===== config.mk =====
export PLATFORM = sky130hd
export DESIGN_NAME = lbm_reg_arbiter
export DESIGN_NICKNAME = d
export VERILOG_FILES = /design/src/rtl/lbm_reg_arbiter.sv
export SDC_FILE = /design/constraint.sdc
export NUM_CORES = 1
export LEC_CHECK = 0
export BUFFER_PORTS_ARGS = -buffer_cell sky130_fd_sc_hd__buf_2
export CORE_MARGIN = 3
export CORE_UTILIZATION = 45
export DETAILED_ROUTE_END_ITERATION = 10
export GPL_TIMING_DRIVEN = 0
export PLACE_DENSITY_LB_ADDON = 0.15
export RECOVER_POWER = 100
export SETUP_SLACK_MARGIN = 0.1
export SYNTH_ARGS = -nofsm -noshare
export SYNTH_HDL_FRONTEND = slang
export SYNTH_SLANG_ARGS = --single-unit

===== constraint.sdc =====
create_clock -name Clk -period 5 [get_ports Clk]
set_input_delay 1 -clock Clk [delete_from_list [all_inputs] [get_ports Clk]]
set_output_delay 1 -clock Clk [all_outputs]
set_load 0.005 [all_outputs]

===== src/rtl/lbm_reg_arbiter.sv =====
// Round-robin write arbiter for a shared bank of reg32 registers.
// One accept per cycle; the accepted write is issued on LD_EN/Data_In
// in the following cycle.
module lbm_reg_arbiter #(
  parameter int WIDTH    = 32,
  parameter int NUM_REQ  = 4,
  parameter int NUM_REGS = 8,
  parameter int ADDR_W   = 3
) (
  input  logic                       Clk,
  input  logic                       Reset,
  input  logic                       Hold,
  input  logic [NUM_REQ-1:0]         Req_Valid,
  input  logic [NUM_REQ*ADDR_W-1:0]  Req_Addr,
  input  logic [NUM_REQ*WIDTH-1:0]   Req_Data,
  output logic [NUM_REQ-1:0]         Req_Ready,
  output logic [NUM_REGS-1:0]        LD_EN,
  output logic signed [WIDTH-1:0]    Data_In,
  output logic [$clog2(NUM_REQ)-1:0] Grant_Id,
  output logic                       Err_Addr,
  output logic [15:0]                Write_Count
);

  localparam int          GW  = $clog2(NUM_REQ);
  localparam int unsigned NRQ = NUM_REQ;
  localparam int unsigned NRG = NUM_REGS;

  logic [GW-1:0]       r_ptr;
  logic [NUM_REGS-1:0] r_ld_en;
  logic                r_err;
  logic [WIDTH-1:0]    r_data;
  logic [GW-1:0]       r_gid;
  logic [15:0]         r_cnt;

  logic [NUM_REQ-1:0]  w_ready;
  logic                w_accept;
  logic [GW-1:0]       w_gidx;
  logic [GW-1:0]       w_ptr_next;
  logic [ADDR_W-1:0]   w_sel_addr;
  logic [WIDTH-1:0]    w_sel_data;
  logic                w_addr_ok;
  logic [NUM_REGS-1:0] w_onehot;

  // Round-robin search of Req_Valid starting at the pointer, wrapping.
  always_comb begin
    int unsigned w_idx;
    logic [GW-1:0] w_i;
    w_ready  = '0;
    w_accept = 1'b0;
    w_gidx   = '0;
    w_idx    = 0;
    w_i      = '0;
    if (!Reset && !Hold) begin
      for (int unsigned k = 0; k < NRQ; k++) begin
        w_idx = 32'(r_ptr) + k;
        if (w_idx >= NRQ) w_idx = w_idx - NRQ;
        w_i = GW'(w_idx);
        if (!w_accept && Req_Valid[w_i]) begin
          w_accept     = 1'b1;
          w_ready[w_i] = 1'b1;
          w_gidx       = w_i;
        end
      end
    end
  end

  // Select the granted request's fields and decode its address.
  always_comb begin
    w_ptr_next = (w_gidx == GW'(NRQ - 1)) ? '0 : w_gidx + 1'b1;
    w_sel_addr = Req_Addr[w_gidx*ADDR_W +: ADDR_W];
    w_sel_data = Req_Data[w_gidx*WIDTH +: WIDTH];
    w_addr_ok  = (32'(w_sel_addr) < NRG);
    w_onehot   = '0;
    for (int unsigned k = 0; k < NRG; k++) begin
      w_onehot[k] = w_addr_ok && (32'(w_sel_addr) == k);
    end
  end

  // Issue register, pointer update and completed-write counter.
  always_ff @(posedge Clk) begin
    if (Reset) begin
      r_ptr   <= '0;
      r_ld_en <= '0;
      r_err   <= 1'b0;
      r_data  <= '0;
      r_gid   <= '0;
      r_cnt   <= '0;
    end else begin
      if (|r_ld_en) r_cnt <= r_cnt + 16'd1;
      if (w_accept) begin
        r_ptr   <= w_ptr_next;
        r_ld_en <= w_onehot;
        r_err   <= !w_addr_ok;
        r_data  <= w_sel_data;
        r_gid   <= w_gidx;
      end else begin
        r_ld_en <= '0;
        r_err   <= 1'b0;
      end
    end
  end

  // An issue cycle that coincides with Reset is suppressed, so a write
  // accepted just before reset never reaches the register bank.
  assign LD_EN       = Reset ? '0 : r_ld_en;
  assign Err_Addr    = Reset ? 1'b0 : r_err;
  assign Req_Ready   = w_ready;
  assign Data_In     = r_data;
  assign Grant_Id    = r_gid;
  assign Write_Count = r_cnt;

endmodule


=== Word level (Yosys, flattened, before mapping) ===
Cells that the tools add are included.

* Bits of input ports: 147
* Flip-flop bits (word level): 60
* Logic and storage cells: 104
* Output and inout bits: 63

* Order comparisons: 12
* Mux-type cells: 47
* Reductions and logical operators: 16
* Add/subtract/negate cells: 9
* $mul: 1
* Bitwise logic cells: 4
* Shift-type cells: 2
* Eq/ne operators: 8

{| class="wikitable"
|+ Operators with widths
! kind !! count
|-
| $shiftx A128 B8 Y32 || 1
|-
| $mux W4 || 8
|-
| $mux W2 || 14
|-
| $add A16 B1 Y16 const B || 1
|-
| $mux W1 || 16
|-
| $eq A3 B3 Y1 const B || 4
|-
| $lt A2 B3 Y1 const B || 4
|-
| $or A4 B4 Y4 || 3
|-
| $shiftx A12 B5 Y3 || 1
|-
| $ge A3 B3 Y1 const B || 3
|-
| $bmux W1 S2 || 4
|-
| $demux W1 S2 || 4
|-
| $ge A2 B1 Y1 const B || 4
|-
| $logic_and A1 B1 Y1 || 8
|-
| $mux W8 || 1
|-
| $reduce_or A8 Y1 || 1
|-
| $sub A2 B1 Y2 const B || 4
|-
| $add A2 B2 Y3 const B || 2
|-
| $eq A3 B2 Y1 const B || 2
|-
| $logic_not A1 Y1 || 5
|-
| $mul A2 B2 Y4 const B || 1
|-
| $add A2 B1 Y3 const B || 1
|-
| $eq A3 B1 Y1 const B || 1
|-
| $ge A2 B3 Y1 const B || 1
|-
| other kinds (5) || 5
|}

=== Logic depth before layout (Yosys ltp) ===
* Depth in word-level cells: 22
* Depth in mapped cells: 15
* Gate-level depth less buffers: 11

=== Least setup slack after synthesis ===
Ideal clock, no wire load.

* Path kind: register to output
* Start point: reg r_ptr[0]
* End point: out Req_Ready[0]
* Data required time: 4.000 ns
* Stages on the path, launching flop included: 11
* Data arrival time: 2.837 ns
* Buffers on the path: 2
* Setup slack: 1.163 ns
* Path through: dfxtp_1 clkbuf_1 inv_1 ha_1 clkbuf_1 mux2_2 mux2_2 a211oi_1 a22o_1 a22oi_1 a21oi_1

* Longest elaborated chain between the ends: 19
* Elaborated cells between the ends (all ways): 70
* Those cells by class: add/sub (7); order compare (12); mux (38); bitwise (3); reduce/logical (10)

{| class="wikitable"
|+ Ends and longest elaborated chain
! element !! line !! RTL
|-
| start: declaration || 28 || <nowiki>logic [GW-1:0] r_ptr;</nowiki>
|-
| start signal: assignment || 91 || <nowiki>r_ptr <= w_ptr_next;</nowiki>
|-
| branches (longest 17 deep; another with $add A2 B1 Y3) || - ||
|-
| $mux W4 (*) || 58 || <nowiki>if (!w_accept && Req_Valid[w_i]) begin</nowiki>
|-
| $mux W4 (*) || 53 || <nowiki>if (!Reset && !Hold) begin</nowiki>
|-
| end: declaration || 16 || <nowiki>output logic [NUM_REQ-1:0] Req_Ready,</nowiki>
|}

Every way passes the cells marked *. The select of a mux whose other input is x is not followed.

=== Worst setup path after layout ===
* Start point: reg r_ptr[0]
* End point: out Req_Ready[2]

The elaborated chain is that of the path after synthesis.

==> metrics.txt <==
met3 usage=5.53%; Lkg Pwr=2.24 nW; cts hold-fix bufs=0; I/O pins=210; Row Count=32; Root Driver=clkbuf_8; synth cell count leaders=dfxtp_1, nand2_1, mux2_2, a21oi_1, mux2i_1; FF+latch count, synth=60; met1 Use GR=31.0%; synthesized cell area=0.00376 mm²; top-count cell post-synth=dfxtp_1; Mapped Cells=431; pwr/cell area=253 mW/mm²; core area=0.00793 mm²; number of global-route vias before repair=4206; post-CTS setup buffer count=0; die area=0.00948 mm²; WS Path Type=flip-flop to output port; Max Root-Sink Buffers=2; DRC viols=0; Fin Setup TNS=0 ns; Pint=0.000864 W; Tightest Pin Transition=0.676 ns; DP Wirelength=9.69 mm; Max-slew headroom=54.9%; Layout Area Growth over Synthesis=33.7%; Sequential Power Share=42.0%; CP Max Fanout=10; Final ANT Viol Nets=0; Global Route met2 Usage=44.8%; IO buf count=206; Sink Count=60; placed inst area=0.00492 mm²; CTS tree=done; Min Clock Period, post-route=4.62 ns; final setup fails=0; final slew viol count=0; Synth async-reset ratio=0%; Layout Nets=805; CTS resizes=0; CTS H-tree depth=3; Die H=97.4 µm; Setup crit end kind=output port; Cell variety after synth=49; ys flop type=dfxtp_1; Clk pin slew, worst setup/hold paths=0.07 ns; Starting Density=47.4%; first-pass GRT wire length=19.9 mm; DR vias=4089; largest net degree at the start of global routing=13; final worst-path cycle share=92.4%; post-synthesis sequential area ratio=32.0%; # Max-Cap Violations=0; antenna violations before repair=0; Final GP Congestion=0.910; sw frac=31.9%; Worst VDD drop=0.179 mV; Fmax achieved=216 MHz; worst skew pair latency=0.33 ns; Iteration-0 DRC Markers=218; Yosys top cell by area=dfxtp_1; post-synth net total=588; power share of the clock group=30.6%; fillers=774; Worst EP arrival=3.62 ns; diode count=0; combinational share of power=27.4%; layout cells sized above 1=35.5%; area share of the largest cell type after synthesis=32.0%; hold violation count in the final report=0; post-synthesis average cell area=8.72 µm²; WL per Instance=16.2 µm; All-Layer GR Usage=25.6%; GRT busiest layer=met2; status=finished clean; area of the multi-input gates=0.00238 mm²; DRT Pass-1 Iters=4; EDFF count, synth=0; critical path required time=4.00 ns; number of synthesis warnings=0; sequential cell area=0.00120 mm²; via/cell ratio=5.42; skew final=0.0139 ns; fin area=0.00502 mm²; Startpoint Class=flip-flop; Worst Hold Class=flip-flop to flip-flop; net switching power=0.000405 W; Synth area leaders=dfxtp_1, mux2_2, mux2i_1, nand2_1, a22oi_1; aggregate global routing overflow=0; RSZ-0062 raised after global routing=no; Die W=97.4 µm; total chip power=0.00127 W; drt total wl=12.2 mm; Num CTS Buffers=9
==> final cells by class <==
type                            instances  share of cell area [%]
Buffer                                 34                    2.91
Sequential cell                        60                    23.9
Multi-Input combinational cell        332                    47.3
Tap cell                              102                    2.54
Inverter                                5                   0.399
Timing Repair Buffer                  206                    19.4
Clock inverter                          7                    1.02
Clock buffer                            9                    2.47
==> power by group through the flow <==
stage                     Clock (W)  Sequential (W)  Combinational, W
after global placement            0        0.000540          0.000347
after floorplan                   0        0.000542          0.000212
after detailed placement          0        0.000542          0.000356
after CTS                  0.000397        0.000532          0.000358
after global routing       0.000419        0.000537          0.000385
final                      0.000389        0.000533          0.000348
==> per-layer routing <==
metal  wire length [µm]  up-vias
li1                   -     2018
met1               5000     1874
met2               6100      181
met3                941       16
met4                195        0
met5                  0        -
==> cells by family after synthesis <==
logic type / Yosys count / share of synthesized area (%)
AOI/OAI and AO/OA: 102 / 18.7
xor gates and xnor gates: 11 / 2.56
adders and majority gates: 10 / 3.33
buffers and inverters: 39 / 4.86
DFF: 60 / 32.0
muxes: 72 / 21.0
other: 1 / 0.0998
and+or+nand+nor: 136 / 17.4
==> layout by cell type (no fill, tap or decap), drive strengths merged, types with 8 or more instances in the layout <==
master and n:
nand3 25, dfxtp 60, nor2b 9, mux2 45, a211oi 10, nor2 20
clkbuf 81, o221ai 8, xor2 9, a22oi 22, a21oi 31, ha 10
mux2i 26, nand2 48, buf 168
==> critical path, cell delays in order, from the launching register on <==
cell	delay, ns
dfxtp_1	0.50
clkbuf_2	0.29
inv_1	0.17
ha_1	0.31
clkbuf_1	0.33
mux2_1	0.38
mux2_1	0.41
a211oi_2	0.33
a22o_1	0.18
a22oi_1	0.06
a21oi_1	0.19
clkbuf_1	0.13
==> state kept, by name, indices dropped and copies added, names as in the netlist <==
name and count:
Write_Count 16, r_ptr 2, Data_In 32, r_ld_en 8, Grant_Id 2
==> worst paths after layout <==
path         depth (start not counted)        start      endpoint  slack [ns]
max                                 11     r_ptr[0]  Req_Ready[2]        0.38
min                                  2  Grant_Id[1]   Grant_Id[1]        0.45
min reg2reg                          2  Grant_Id[1]   Grant_Id[1]        0.45
max reg2reg                         14     r_ptr[0]      r_ptr[0]        0.67
==> stage by stage <==
stage | cells | hold WS (ns) | util, % | setup WS (ns)
4_1_cts | 755 | 0.448 | 64.2 | 0.131
2_1_floorplan | 431 | 0.439 | - | 1.16
3_3_place_gp | 739 | 0.430 | 62.0 | 0.617
6_report | 755 | 0.455 | 63.4 | 0.378
3_5_place_dp | 739 | 0.436 | 62.0 | 0.493
5_1_grt | 755 | 0.473 | 63.4 | 0.123
Power figures use the tool's default switching activity.
